**src/rtl/rtc_bus_sequencer_if.sv**
```systemverilog
// rtc_bus_sequencer_if: command inputs from the control FSM plus the RTC multiplexed bus and read-back word.
interface rtc_bus_sequencer_if;
    logic [1:0]  Control;
    logic        sync;
    logic [71:0] wr_data;
    logic [2:0]  status3;
    logic [7:0]  dato_in;
    logic [7:0]  dato_out;
    logic        dato_oe;
    logic        CS_n;
    logic        RD_n;
    logic        WR_n;
    logic        AD;
    logic [71:0] rd_data;
    logic        rd_valid;
    logic        busy;
    logic        done;
    modport slave (
        input  Control, sync, wr_data, status3, dato_in,
        output dato_out, dato_oe, CS_n, RD_n, WR_n, AD, rd_data, rd_valid, busy, done
    );
    modport master (
        output Control, sync, wr_data, status3, dato_in,
        input  dato_out, dato_oe, CS_n, RD_n, WR_n, AD, rd_data, rd_valid, busy, done
    );
endinterface

```
**src/rtl/rtc_bus_sequencer.sv**
```systemverilog
// rtc_bus_sequencer: runs Init/Read/Write/Status access sequences on the RTC multiplexed address/data bus.
module rtc_bus_sequencer #(
    parameter int         PHASE_CYC = 2,
    parameter logic [7:0] INIT_CTRL = 8'hD2
) (
    input logic reloj,
    input logic resetM,
    rtc_bus_sequencer_if.slave bus
);
    localparam logic [2:0] IDLE     = 3'd0;
    localparam logic [2:0] ADDR_STB = 3'd1;
    localparam logic [2:0] ADDR_GAP = 3'd2;
    localparam logic [2:0] DATA_STB = 3'd3;
    localparam logic [2:0] DATA_GAP = 3'd4;
    localparam logic [2:0] SEP      = 3'd5;
    localparam logic [2:0] FIN      = 3'd6;
    localparam logic [1:0] M_I = 2'b00;
    localparam logic [1:0] M_L = 2'b01;
    localparam logic [1:0] M_S = 2'b11;
    localparam logic [71:0] REG_ADDRS = 72'h43_42_41_26_25_24_23_22_21;

    logic [2:0]  state;
    logic [3:0]  cnt, idx, len;
    logic [1:0]  op, pend_mode, next_mode;
    logic        pend_valid, launch, last_cyc, seq_end, in_acc, is_rd;
    logic [71:0] wr_snap, shadow, rd_q;
    logic [2:0]  st_snap;
    logic [7:0]  addr, data;

    assign last_cyc  = cnt == 4'(PHASE_CYC - 1);
    assign len       = op == M_I ? 4'd3 : op == M_S ? 4'd1 : 4'd9;
    assign seq_end   = idx + 4'd1 >= len;
    // a queued command may start straight out of FIN, so busy never drops between them
    assign launch    = (state == IDLE || state == FIN) && (bus.sync || pend_valid);
    assign next_mode = bus.sync ? bus.Control : pend_mode;

    always_ff @(posedge reloj or negedge resetM) begin
        if (!resetM) begin
            state      <= IDLE;
            op         <= M_I;
            cnt        <= 4'd0;
            idx        <= 4'd0;
            pend_valid <= 1'b0;
            pend_mode  <= M_I;
            wr_snap    <= 72'd0;
            st_snap    <= 3'd0;
            shadow     <= 72'd0;
            rd_q       <= 72'd0;
        end else if (launch) begin
            state      <= ADDR_STB;
            op         <= next_mode;
            cnt        <= 4'd0;
            idx        <= 4'd0;
            pend_valid <= 1'b0;
            wr_snap    <= bus.wr_data;
            st_snap    <= bus.status3;
        end else begin
            if (bus.sync) begin
                pend_valid <= 1'b1;
                pend_mode  <= bus.Control;
            end
            case (state)
                ADDR_STB, ADDR_GAP, DATA_STB, DATA_GAP: begin
                    cnt <= last_cyc ? 4'd0 : cnt + 4'd1;
                    if (last_cyc) state <= state + 3'd1;
                    if (state == DATA_STB && last_cyc && op == M_L) shadow[{idx, 3'b000} +: 8] <= bus.dato_in;
                end
                SEP: begin
                    idx   <= seq_end ? len : idx + 4'd1;
                    state <= seq_end ? FIN : ADDR_STB;
                    if (seq_end && op == M_L) rd_q <= shadow;
                end
                default: state <= IDLE;
            endcase
        end
    end

    assign addr = op == M_I ? (idx == 4'd2 ? 8'h10 : 8'h02) :
                  op == M_S ? 8'h00 : REG_ADDRS[{idx, 3'b000} +: 8];
    assign data = op == M_I ? (idx == 4'd0 ? 8'h10 : idx == 4'd1 ? 8'h00 : INIT_CTRL) :
                  op == M_S ? {5'b0, st_snap} : wr_snap[{idx, 3'b000} +: 8];

    assign in_acc       = state >= ADDR_STB && state <= DATA_GAP;
    assign is_rd        = op == M_L;
    assign bus.CS_n     = !in_acc;
    assign bus.AD       = state == DATA_STB || state == DATA_GAP;
    assign bus.WR_n     = !(state == ADDR_STB || (state == DATA_STB && !is_rd));
    assign bus.RD_n     = !(state == DATA_STB && is_rd);
    assign bus.dato_oe  = state == ADDR_STB || state == ADDR_GAP || (state == DATA_STB && !is_rd);
    assign bus.dato_out = (state == ADDR_STB || state == ADDR_GAP) ? addr :
                          (state == DATA_STB && !is_rd) ? data : 8'h00;
    assign bus.rd_data  = rd_q;
    assign bus.rd_valid = state == FIN && is_rd;
    assign bus.busy     = state != IDLE;
    assign bus.done     = state == FIN;
endmodule

```
**src/flat_wrapper.sv**
```systemverilog
// flat-port wrapper written by rule: the top's interface ports become plain ports
module rtc_bus_sequencer_flat 
#(
    parameter int         PHASE_CYC = 2,
    parameter logic [7:0] INIT_CTRL = 8'hD2
)
  (reloj, resetM, bus_Control, bus_sync, bus_wr_data, bus_status3, bus_dato_in, bus_dato_out, bus_dato_oe, bus_CS_n, bus_RD_n, bus_WR_n, bus_AD, bus_rd_data, bus_rd_valid, bus_busy, bus_done);
  rtc_bus_sequencer_if bus_i ();
  input logic reloj;
  input logic resetM;
  input wire logic [$bits(bus_i.Control)-1:0] bus_Control;
  input wire logic [$bits(bus_i.sync)-1:0] bus_sync;
  input wire logic [$bits(bus_i.wr_data)-1:0] bus_wr_data;
  input wire logic [$bits(bus_i.status3)-1:0] bus_status3;
  input wire logic [$bits(bus_i.dato_in)-1:0] bus_dato_in;
  output wire logic [$bits(bus_i.dato_out)-1:0] bus_dato_out;
  output wire logic [$bits(bus_i.dato_oe)-1:0] bus_dato_oe;
  output wire logic [$bits(bus_i.CS_n)-1:0] bus_CS_n;
  output wire logic [$bits(bus_i.RD_n)-1:0] bus_RD_n;
  output wire logic [$bits(bus_i.WR_n)-1:0] bus_WR_n;
  output wire logic [$bits(bus_i.AD)-1:0] bus_AD;
  output wire logic [$bits(bus_i.rd_data)-1:0] bus_rd_data;
  output wire logic [$bits(bus_i.rd_valid)-1:0] bus_rd_valid;
  output wire logic [$bits(bus_i.busy)-1:0] bus_busy;
  output wire logic [$bits(bus_i.done)-1:0] bus_done;
  assign bus_i.Control = bus_Control;
  assign bus_i.sync = bus_sync;
  assign bus_i.wr_data = bus_wr_data;
  assign bus_i.status3 = bus_status3;
  assign bus_i.dato_in = bus_dato_in;
  assign bus_dato_out = bus_i.dato_out;
  assign bus_dato_oe = bus_i.dato_oe;
  assign bus_CS_n = bus_i.CS_n;
  assign bus_RD_n = bus_i.RD_n;
  assign bus_WR_n = bus_i.WR_n;
  assign bus_AD = bus_i.AD;
  assign bus_rd_data = bus_i.rd_data;
  assign bus_rd_valid = bus_i.rd_valid;
  assign bus_busy = bus_i.busy;
  assign bus_done = bus_i.done;
  rtc_bus_sequencer #(.PHASE_CYC(PHASE_CYC), .INIT_CTRL(INIT_CTRL)) u_core (.reloj(reloj), .resetM(resetM), .bus(bus_i));
endmodule
```
**config.mk**
```make
export PLATFORM = sky130hd
export DESIGN_NAME = rtc_bus_sequencer_flat
export DESIGN_NICKNAME = d
export VERILOG_FILES = /design/src/rtl/rtc_bus_sequencer_if.sv /design/src/rtl/rtc_bus_sequencer.sv /design/src/flat_wrapper.sv
export SDC_FILE = /design/constraint.sdc
export NUM_CORES = 1
export LEC_CHECK = 0
export ABC_CLOCK_PERIOD_IN_PS = 3500
export CAP_MARGIN = 30
export CORE_MARGIN = 2
export CORE_UTILIZATION = 48
export DETAILED_ROUTE_END_ITERATION = 8
export PLACE_DENSITY_LB_ADDON = 0.3
export SETUP_SLACK_MARGIN = 0.5
export SLEW_MARGIN = 25
export SYNTH_ARGS = -nofsm -noshare
export SYNTH_HDL_FRONTEND = slang
export SYNTH_SLANG_ARGS = --single-unit
export TNS_END_PERCENT = 100
```
**constraint.sdc**
```tcl
create_clock -name reloj -period 3.5 [get_ports reloj]
set_clock_uncertainty 0.2 [all_clocks]
set_input_delay 0.35 -clock reloj [delete_from_list [all_inputs] [get_ports reloj]]
set_output_delay 0.35 -clock reloj [all_outputs]
set_load 0.01 [all_outputs]
```
# Yosys cells after proc, flatten, opt, wreduce, memory -nomap -nowiden
# Cells that the tools add are included.
# totals
n_memories	0
mem_bits_rw	0
mem_bits_ro	0
out_inout_bits	88
ff_bits	235
word_cells	87
latch_bits	0
# op_classes
mux	25
n_eq_ne	12
shift	4
div	0
add_sub_neg	4
n_bitwise	1
mul	0
n_lt_le_gt_ge	3
n_reduce_logical	28
# ops
op	n
bitwise mux 72 bit	1
variable shift 8 x 9 -> 72 bit (first input constant)	1
variable part select 72 x 8 -> 8 bit	1
variable part select 72 x 8 -> 8 bit (first input constant)	1
variable part select 8 x 9 -> 72 bit	1
two-way mux 8 bit	8
two-way mux 4 bit	8
== test 3 bit (second input constant)	3
two-way mux 3 bit	3
negator 7 -> 9 bit	1
adder 4 x 1 -> 4 bit (second input constant)	2
== test 4 x 1 -> 1 bit (second input constant)	2
logical AND 1 bit	8
== test 3 x 2 -> 1 bit (second input constant)	2
logical OR 1 bit	6
one-hot mux 3 bit (2 select lines)	1
AND reduction 3 bit	2
nonzero test 2 bit	3
two-way mux 5 bit	1
== test 4 x 2 -> 1 bit (second input constant)	1
>= comparator 4 bit	1
zero test 1 bit	4
zero test 4 bit	1
OR reduction 4 bit	1
other kinds (13)	14

# Longest topological paths before layout
# Gate-level depths: netlist of run 1.
# logic_depth
depth_word	7
ltp_mapped	11
mapped_depth_nobuf	8

# Worst setup path after synthesis of run 1
# Ideal clock, no wire load.
# synth_timing
path_type	reg2reg
from	reg u_core.idx[1]
to	reg u_core.rd_q[10], in the netlist u_core.bus.rd_data[10]
stages_incl_launch_ff	12
arrival_time_ns	3.082
n_path_buf	4
setup_time_ns	0.125
path_slack_ns	0.093
required_time_ns	3.175
path_cell_list	dfrtp_1 buf_2 buf_1 buf_2 nand3_1 xnor2_1 ha_1 o21bai_1 o32ai_2 nor3_2 buf_2 mux2_2
# synth_via
elab_chain_cells	4
# synth_lines
element	line_no	source
from (decl)	rtc_bus_sequencer.sv:23	logic [3:0] cnt, idx, len;
from (signal assigned)	rtc_bus_sequencer.sv:69	idx <= seq_end ? len : idx + 4'd1;
adder 4 x 1 -> 4 bit	rtc_bus_sequencer.sv:32	assign seq_end = idx + 4'd1 >= len;
>= comparator 4 bit	rtc_bus_sequencer.sv:32	
logical AND 1 bit	rtc_bus_sequencer.sv:71	if (seq_end && op == M_L) rd_q <= shadow;
AND reduction 3 bit (no source line)	n/a	
to (signal assigned)	rtc_bus_sequencer.sv:71	
to (decl)	rtc_bus_sequencer.sv:26	logic [71:0] wr_snap, shadow, rd_q;
# Every way passes these cells.
# A chain may end at the register's enable or synchronous reset.

# Worst setup path after layout of run 1
# layout_timing
from	reg u_core.state[1]
to	out bus_dato_out[7]
# layout_via
elab_chain_cells	4
word_cells_on_any_way	7
cone_classes	eq/ne: 3; mux: 2; reduce/logical: 2
# layout_lines
element	line_no	source
from (decl)	rtc_bus_sequencer.sv:22	logic [2:0] state;
from (signal assigned)	rtc_bus_sequencer.sv:65	if (last_cyc) state <= state + 3'd1;
from (signal assigned)	rtc_bus_sequencer.sv:70	state <= seq_end ? FIN : ADDR_STB;
== test 3 x 2 -> 1 bit	rtc_bus_sequencer.sv:91	(state == DATA_STB && !is_rd) ? data : 8'h00;
logical AND 1 bit	rtc_bus_sequencer.sv:91	
two-way mux 8 bit	rtc_bus_sequencer.sv:91	
two-way mux 8 bit (*)	rtc_bus_sequencer.sv:90	assign bus.dato_out = (state == ADDR_STB || state == ADDR_GAP) ? addr :
to (decl)	flat_wrapper.sv:16	output wire logic [$bits(bus_i.dato_out)-1:0] bus_dato_out;
# Every way passes the cells marked *; elsewhere a longest branch is shown, timed or not.

==> results of run 1 <==
-- state kept, by name (all words and copies together) (netlist names) --
name,count
u_core.bus.rd_data,72
u_core.pend_valid,1
u_core.shadow,72
u_core.pend_mode,2
u_core.wr_snap,72
u_core.idx,4
u_core.op,2
u_core.state,3
u_core.cnt,4
u_core.st_snap,3
-- tightest hold or removal path: cells and delay by family --
kind	cells	cell delay (ns)
buffers and inverters	1	0.39
and+or+nand+nor	2	0.10
-- power breakdown --
group / internal, mW / total, mW / switching [mW]
clock: 1.53 / 2.61 / 1.07
sequential: 3.27 / 3.61 / 0.344
combinational: 1.42 / 3.39 / 1.96
total: 6.23 / 9.61 / 3.38
-- per-layer routing --
layer	up-vias	GRT usage	part of all wire
li1	3407	-	-
met2	223	0.376	0.49
met3	36	0.0401	0.059
met5	-	0	0
met1	3668	0.295	0.43
met4	0	0.0514	0.018
-- repair_timing --
action | CTS | global route
cloned | 0 | 0
hold buffers | 1 | 0
endpoints found under the setup margin | 98 | 107
endpoints found under the hold margin | 74 | 0
pin swaps | 7 | 4
buffers inserted | 9 | 3
resized for setup | 56 | 13
-- layout by cell type (no fill, tap or decap), drive strengths merged, types with 15 or more instances in the layout --
cell           netlist  routed
buf                 18      42
clkdlybuf4s50        0     166
o21ai               15      15
dfrtp              235     235
nand2              240     240
clkbuf              28      31
and2                18      18
mux2               150     150
inv                 13      16
ha                  16      16
-- final timing paths --
check                                                from                                  to  slack [ns]  cells past startpoint
min                                       bus_wr_data[53]      u_core.wr_snap[53]$_DFFE_PN0P_        0.16                      3
max                           u_core.state[1]$_DFFE_PN0P_                     bus_dato_out[7]        0.32                      7
min reg2reg                u_core.wr_snap[48]$_DFFE_PN0P_      u_core.wr_snap[48]$_DFFE_PN0P_        0.27                      2
min in group asynchronous                          resetM       u_core.shadow[56]$_DFFE_PN0P_        0.20                      2
max reg2reg                     u_core.idx[0]$_DFFE_PN0P_  u_core.bus.rd_data[23]$_DFFE_PN0P_        0.56                     11
max in group asynchronous                          resetM       u_core.shadow[17]$_DFFE_PN0P_        1.98                      3
-- area by class of cell --
type                       count  area [sq um]  area share
multi-input combinational    585          4420       0.325
clock buffer                  31           678      0.0499
tap                          275           344      0.0253
timing repair buffer         210          2070       0.152
sequential                   235          5890       0.433
clock inverter                14           139      0.0102
inverter                      14          53.8     0.00396
-- through the flow --
stage	cell area [sq um]	worst slack, ns	hold WS [ns]	std cells	utilization
after floorplan	10500	0.491	-0.146	880	-
after global placement	12600	0.321	0.171	1306	0.595
after detailed placement	12600	0.244	0.167	1306	0.595
after CTS	13500	0.337	0.146	1361	0.639
after global routing	13600	0.273	0.161	1364	0.643
final	13600	0.317	0.162	1364	0.643
-- cell families after synthesis --
| family | after synthesis | share of synthesized area |
|---|---|---|
| xor+xnor | 3 | 0.00252 |
| compound gates | 56 | 0.0422 |
| mux | 177 | 0.204 |
| simple gates | 333 | 0.143 |
| fa+ha+maj | 16 | 0.0192 |
| flops | 235 | 0.563 |
| buf+inv | 60 | 0.0255 |
==> results.toml, run 1 <==
[yosys]
ys_warn_count = 0
syn_nets = 984
yosys.area.top_type = "dfrtp_1"
synth_edf_count = 0
ys_seq_area_frac = 0.563
synth_async_sr_flop_share = 1.00
synthDistinctLibCells = 62
ys.flop_type = "dfrtp_1"
synthTopCellsByArea = "dfrtp_1 56%, mux2_2 16%, nand2_1 8.6%"
synth-seq-cells = 235
synth.top_cell.area_share = 0.563
synth.avg_cell_area_sq_um = 11.9
yosysMostFrequentCell = "nand2_1"
synth_area_sq_um = 10400
syn_inst = 880
synth_common_cells = "240 x nand2_1, 235 x dfrtp_1, 148 x mux2_2"

[cells_and_area]
drive_above_1_share = 0.270
diodes = 0
fill_cells = 1609
area_delta_synth_final_pct = 30.2
fin_nets = 1175

[worst_setup_path]
worst-endpoint-arrival_ns = 2.63
start_kind = "flop"
worstPathRequired_ns = 2.95
crit_path_end_kind = "output pin"
cp_cell_sequence = "buf_6, ha_4, o21ba_4, or3_4, or3_4, o211ai_1, buf_2"
slowest_stage = "dfrtp_2"
max_stage_delay_ns = 0.45
cp_max_fo = 6
crit_family = "simple AND/OR/NAND/NOR gates"
crit_top_cell = "or3_4"
path_buf_inv = 2
worst-setup-path-type = "reg -> out"

[power]
power.density_nw_per_um2 = 707
fin_total_pwr_mw = 9.61
p_leak_nw = 6.58
peakVddDrop_mv = 0.459

[global_route]
antenna_found_initial = 0
grt_pass1_wl_um = 39500
gr-total-overflow = 0
grt_max_degree = 83
grt_usage = 0.220
grt_pass1_vias = 7583

[sta]
slew_violations = 0
rsz0062_at_grt = "true"
setup-tns-final_ns = 0
period_share = 0.909
worst_pin_slew_ns = 0.925
max_slew_margin = 0.383
finalSetupViolations = 0
timing.fmax_mhz = 314
hold_viol = 0
fin_crit_ns = 3.18

[cts]
path_clk_slew_ns = 0.06
clkLatencyLatePin_ns = 0.51
cts_sinks = 235
cts-htree-levels = 1
clockRootBuffer = "clkbuf_16"
cts_max_path_buffers = 3
cts_buffers = 25
cts_tree = "built"

[detailed_routing]
viasPerCell = 5.38
drcViolationCount = 0
drt_iter0_markers = 421
drt_pre_antenna_iters = 5
vias = 7334
wl_per_cell_um = 18.3
wirelength_um = 25000
postRouteAntennaNets = 0

[floorplan]
die-area_sq_um = 23000
start_util = 0.494
die_w_um = 151
chipHeight_um = 151
ioPinCount = 176
fp.coreArea_sq_um = 21200
row_count = 53

[placed_design]
numPortBuffers = 175
gp_congestion = 0.883
hpwlAfterDp_um = 17700

[worst_hold_path]
holdCritPathClass = "in -> reg"

[flow_run]
drv_cap = 0

[status]
status = "finished clean"
Note: power is estimated with default switching activity, not from simulation.
==> run 2: changes to the inputs <==
--- a/config.mk
+++ b/config.mk
@@ -11,6 +11,7 @@
 export CORE_UTILIZATION = 48
 export DETAILED_ROUTE_END_ITERATION = 8
 export PLACE_DENSITY_LB_ADDON = 0.3
+export RECOVER_POWER = 25
 export SETUP_SLACK_MARGIN = 0.5
 export SLEW_MARGIN = 25
 export SYNTH_ARGS = -nofsm -noshare
==> run 2 against run 1 <==
Net effect: the run now ends with max-capacitance violations, max-slew violations left; setup slack barely moved; worst hold slack barely moved; cell count did not move; critical path depth unchanged; cell area is essentially flat; sequential power about the same; largest cell class unchanged; register-to-register slack is essentially flat; die area unchanged; routed wire length is essentially flat.
==> results.toml, run 2 (synthesis gave the netlist of run 1 again) <==
[sta]
slew_violations = 78
worst_pin_slew_ns = 1.96
fin_crit_ns = 3.18
timing.fmax_mhz = 314
period_share = 0.909
setup_slack_ns = 0.317
max_slew_margin = -0.309
rsz0062_at_grt = "true"
hold_viol = 0
setup-tns-final_ns = 0
finalSetupViolations = 0

[worst_hold_path]
hold_path.startpoint = "bus_wr_data[10]"
holdCritPathClass = "in -> reg"
whs_path_depth = 3
min_to = "u_core.wr_snap[10]$_DFFE_PN0P_"

[status]
status = "complete, but fails checks"
violations = "max-capacitance violations, max-slew violations"

[cts]
clockRootBuffer = "clkbuf_16"
cts_buffers = 25
cts_max_path_buffers = 3
path_clk_slew_ns = 0.06
cts_sinks = 235
cts_tree = "built"
clkLatencyLatePin_ns = 0.51
cts-htree-levels = 1

[detailed_routing]
postRouteAntennaNets = 0
wirelength_um = 25000
wl_per_cell_um = 18.3
drt_pre_antenna_iters = 5
viasPerCell = 5.38
vias = 7345
drcViolationCount = 0
drt_iter0_markers = 421

[worst_setup_path]
reg2reg_to = "u_core.bus.rd_data[23]$_DFFE_PN0P_"
worstPathRequired_ns = 2.95
reg2reg_setup_slack_ns = 0.56
worst-setup-path-type = "reg -> out"
slowest_stage = "dfrtp_2"
rr_worst_depth = 11
max_stage_delay_ns = 0.45
cp_cell_sequence = "buf_6, ha_4, o21ba_4, or3_4, or3_4, o211ai_1, buf_2"
crit_path_end_kind = "output pin"
start_kind = "flop"
rr_startpoint = "u_core.idx[0]$_DFFE_PN0P_"
cp_max_fo = 6
worst-endpoint-arrival_ns = 2.63
crit_top_cell = "or3_4"

[power]
fin_total_pwr_mw = 9.61
p_sw_frac = 0.352
p_seq_frac = 0.376
peakVddDrop_mv = 0.461
switchingPower_mw = 3.38
p_clk_frac = 0.271
p_leak_nw = 6.58
power.density_nw_per_um2 = 707
comb_power_share = 0.353
internal_power_mw = 6.22

[global_route]
antenna_found_initial = 0
gr-total-overflow = 0
grt_usage = 0.220
grt_pass1_wl_um = 39500
grt_max_degree = 83
grt_pass1_vias = 7583

[cells_and_area]
final_cell_mix = "239 x nand2_1, 229 x dfrtp_1, 166 x clkdlybuf4s50_1"
fill_cells = 1611
register_area_sq_um = 5890
final_common_cell = "nand2_1"
diodes = 0
multi_input_area_sq_um = 4420
drive_above_1_share = 0.270
area_delta_synth_final_pct = 30.1
fin_nets = 1175

[placed_design]
hpwlAfterDp_um = 17700
numPortBuffers = 175
gp_congestion = 0.883
dpl_worst_slack_ns = 0.244

[floorplan]
ioPinCount = 176
die_w_um = 151
start_util = 0.494
row_count = 53
chipHeight_um = 151
die-area_sq_um = 23000
fp.coreArea_sq_um = 21200

[flow_run]
drv_cap = 1
run 2: critical path, delay by kind of cell (launching register included):
kind	cells	cell delay [ns]
simple gates	2	0.77
flops	1	0.45
compound gates	2	0.43
buf+inv	2	0.32
fa+ha+maj	1	0.15
run 2: cell type report:
type                            count  area share
Clock inverter                     14      0.0102
Timing Repair Buffer              210       0.151
Sequential cell                   235       0.433
Tap cell                          275      0.0253
Clock buffer                       31      0.0499
Inverter                           14     0.00396
Multi-Input combinational cell    585       0.326
run 2: what timing repair did:
| item | CTS | global route |
|---|---|---|
| hold endpoints to repair | 74 | 0 |
| buffers inserted | 9 | 3 |
| gates resized for setup | 56 | 13 |
| hold buffers | 1 | 0 |
| endpoints found under the setup margin | 98 | 107 |
| pin swaps | 7 | 4 |
run 2: stage by stage:
step                instances  utilization  area (sq um)  hold WS [ns]
global route             1364        0.642         13600         0.161
global placement         1306        0.595         12600         0.171
CTS                      1361        0.639         13500         0.146
detailed placement       1306        0.595         12600         0.167
finish                   1364        0.642         13600         0.163
floorplan                 880            -         10500        -0.146
run 2: power by group through the flow:
stage / registers, mW / logic, mW / clock network (mW)
CTS: 3.61 / 3.33 / 2.66
floorplan: 3.51 / 2.26 / 0
finish: 3.61 / 3.39 / 2.61
global route: 3.66 / 3.72 / 2.77
detailed placement: 3.64 / 3.23 / 0
global placement: 3.61 / 3.17 / 0
run 2: worst max path at each step:
stage / start / endpoint / slack (ns)
2_1_floorplan: u_core.idx[1]$_DFFE_PN0P_ / u_core.bus.rd_data[10]$_DFFE_PN0P_ / 0.49
3_3_place_gp: u_core.state[0]$_DFFE_PN0P_ / bus_dato_out[0] / 0.32
3_5_place_dp: u_core.state[0]$_DFFE_PN0P_ / bus_dato_out[0] / 0.24
4_1_cts: u_core.state[1]$_DFFE_PN0P_ / bus_dato_out[7] / 0.34
5_1_grt: u_core.state[1]$_DFFE_PN0P_ / bus_dato_out[2] / 0.27
6_report: u_core.state[1]$_DFFE_PN0P_ / bus_dato_out[7] / 0.32
run 2: layer usage:
metal | part of all wire | global-route usage | vias to the layer above
li1 | - | - | 3406
met1 | 0.43 | 0.295 | 3674
met2 | 0.49 | 0.376 | 229
met3 | 0.060 | 0.0401 | 36
met4 | 0.018 | 0.0514 | 0
met5 | 0 | 0 | -
==> run 3: changes to the inputs <==
--- a/config.mk
+++ b/config.mk
@@ -13,6 +13,7 @@
 export PLACE_DENSITY_LB_ADDON = 0.3
 export RECOVER_POWER = 25
 export SETUP_SLACK_MARGIN = 0.5
+export SKIP_CTS_REPAIR_TIMING = 1
 export SLEW_MARGIN = 25
 export SYNTH_ARGS = -nofsm -noshare
 export SYNTH_HDL_FRONTEND = slang
==> run 3 against run 2 <==
Net effect: the run still ends with max-capacitance violations, max-slew violations left; routed wire length rose by 0.35%; sequential power about the same; setup slack better by 0.038 ns; total power rose by 0.18%; clock-buffer cell count is the same; largest cell class unchanged; via count up 0.88%; sequential share of layout area is 0.14 points lower; cell area grew 0.33%; combinational power about the same.
==> results.toml, run 3 (synthesis gave the netlist of run 1 again) <==
[status]
status = "complete, but fails checks"
violations = "max-capacitance violations, max-slew violations"

[placed_design]
dpl_worst_slack_ns = 0.244
numPortBuffers = 175
place_area_sq_um = 12600
gp_congestion = 0.883
placed_cells = 1306
hpwlAfterDp_um = 17700

[cells_and_area]
fin_nets = 1177
final_common_cell = "nand2_1"
drive_above_1_share = 0.272
final_cell_mix = "239 x nand2_1, 229 x dfrtp_1, 166 x clkdlybuf4s50_1"
fin_cells = 1366
stdcell_area_sq_um = 13600
area_delta_synth_final_pct = 30.5
diodes = 0

[cts]
path_clk_slew_ns = 0.06
cts_sinks = 235
cts_buffers = 25
cts_tree = "built"
cts_max_path_buffers = 3
clkLatencyLatePin_ns = 0.52
clockRootBuffer = "clkbuf_16"
cts-htree-levels = 1

[floorplan]
ioPinCount = 176
start_util = 0.494
die-area_sq_um = 23000
row_count = 53
chipHeight_um = 151
die_w_um = 151
fp.coreArea_sq_um = 21200

[worst_setup_path]
cp_max_fo = 6
worstPathRequired_ns = 2.95
worst-setup-path-type = "reg -> out"
crit_path_end_kind = "output pin"
start_kind = "flop"
rr_startpoint = "u_core.state[0]$_DFFE_PN0P_"
worst-endpoint-arrival_ns = 2.59
crit_path_start = "u_core.state[1]$_DFFE_PN0P_"

[worst_hold_path]
hold_path.startpoint = "bus_wr_data[10]"
holdCritPathClass = "in -> reg"

[power]
comb_power_share = 0.351
power.density_nw_per_um2 = 706
p_leak_nw = 6.61
p_clk_frac = 0.272
switchingPower_mw = 3.40
p_sw_frac = 0.353
p_seq_frac = 0.378
internal_power_mw = 6.23
peakVddDrop_mv = 0.463

[flow_run]
drv_cap = 1

[sta]
finalSetupViolations = 0
fin_crit_ns = 3.14
max_slew_margin = -0.313
hold_viol = 0
setup_slack_ns = 0.355
timing.fmax_mhz = 318
slew_violations = 78
period_share = 0.898
worst_pin_slew_ns = 1.97
rsz0062_at_grt = "true"

[global_route]
grt_max_degree = 83
grt_pass1_vias = 7512
antenna_found_initial = 0
grt_usage = 0.219
grt_pass1_wl_um = 39200
gr-total-overflow = 0

[detailed_routing]
wirelength_um = 25100
drt_pre_antenna_iters = 5
drt_iter0_markers = 413
wl_per_cell_um = 18.4
viasPerCell = 5.42
postRouteAntennaNets = 0
drcViolationCount = 0
vias = 7410
-- run 3: changes by cell type in the layout (fill, tap and decap cells not counted), moves of 2 or more --
cell | before | now
buf_4 | 25 | 27
ha_4 | 2 | 4
ha_2 | 6 | 4
or4_4 | 0 | 2
or4_1 | 3 | 1
-- run 3: path summary, 6_finish.rpt --
kind	endpoint	slack, ns	cells past startpoint
min in group asynchronous	u_core.shadow[56]$_DFFE_PN0P_	0.72	2
max in group asynchronous	u_core.idx[0]$_DFFE_PN0P_	0.86	3
worst min register to register	u_core.wr_snap[39]$_DFFE_PN0P_	0.27	2
worst max-delay path	bus_dato_out[1]	0.36	7
worst max register to register	u_core.shadow[7]$_DFFE_PN0P_	0.52	7
worst min-delay path	u_core.wr_snap[10]$_DFFE_PN0P_	0.16	3
-- run 3: area by class of cell --
type                            instances  area [sq um]
Inverter                               14          56.3
Clock inverter                         14           139
Clock buffer                           31           678
Fill cell                            1608          7530
Timing Repair Buffer                  212          2080
Multi-Input combinational cell        585          4440
Sequential cell                       235          5890
Tap cell                              275           344
-- run 3: critical path, stage by stage (launching register included) --
cell      delay (ns)
dfrtp_2         0.45
inv_2           0.07
ha_4            0.17
o21ba_1         0.19
or3_4           0.38
a221o_1         0.29
o211ai_1        0.32
buf_2           0.20
-- run 3: layer usage --
metal / GRT usage / vias up / share of wire
li1: - / 3418 / -
met4: 0.0509 / 0 / 0.018
met1: 0.293 / 3696 / 0.42
met3: 0.0407 / 41 / 0.065
met5: 0 / - / 0
met2: 0.374 / 255 / 0.49
-- run 3: power by group through the flow --
stage / Clock [mW] / Combinational, mW / Sequential [mW]
after CTS: 2.66 / 3.25 / 3.60
after floorplan: 0 / 2.26 / 3.51
after global routing: 2.77 / 3.71 / 3.69
after detailed placement: 0 / 3.23 / 3.64
after global placement: 0 / 3.17 / 3.61
final: 2.62 / 3.37 / 3.63
-- run 3: per-stage QoR --
stage	hold WS [ns]	power (mW)	TNS, ns	util
after global placement	0.171	6.77	0	0.595
after detailed placement	0.167	6.87	0	0.595
after global routing	0.161	10.2	0	0.644
after floorplan	-0.146	5.77	0	-
after CTS	-0.379	9.52	-1.97	0.633
final	0.160	9.62	0	0.644
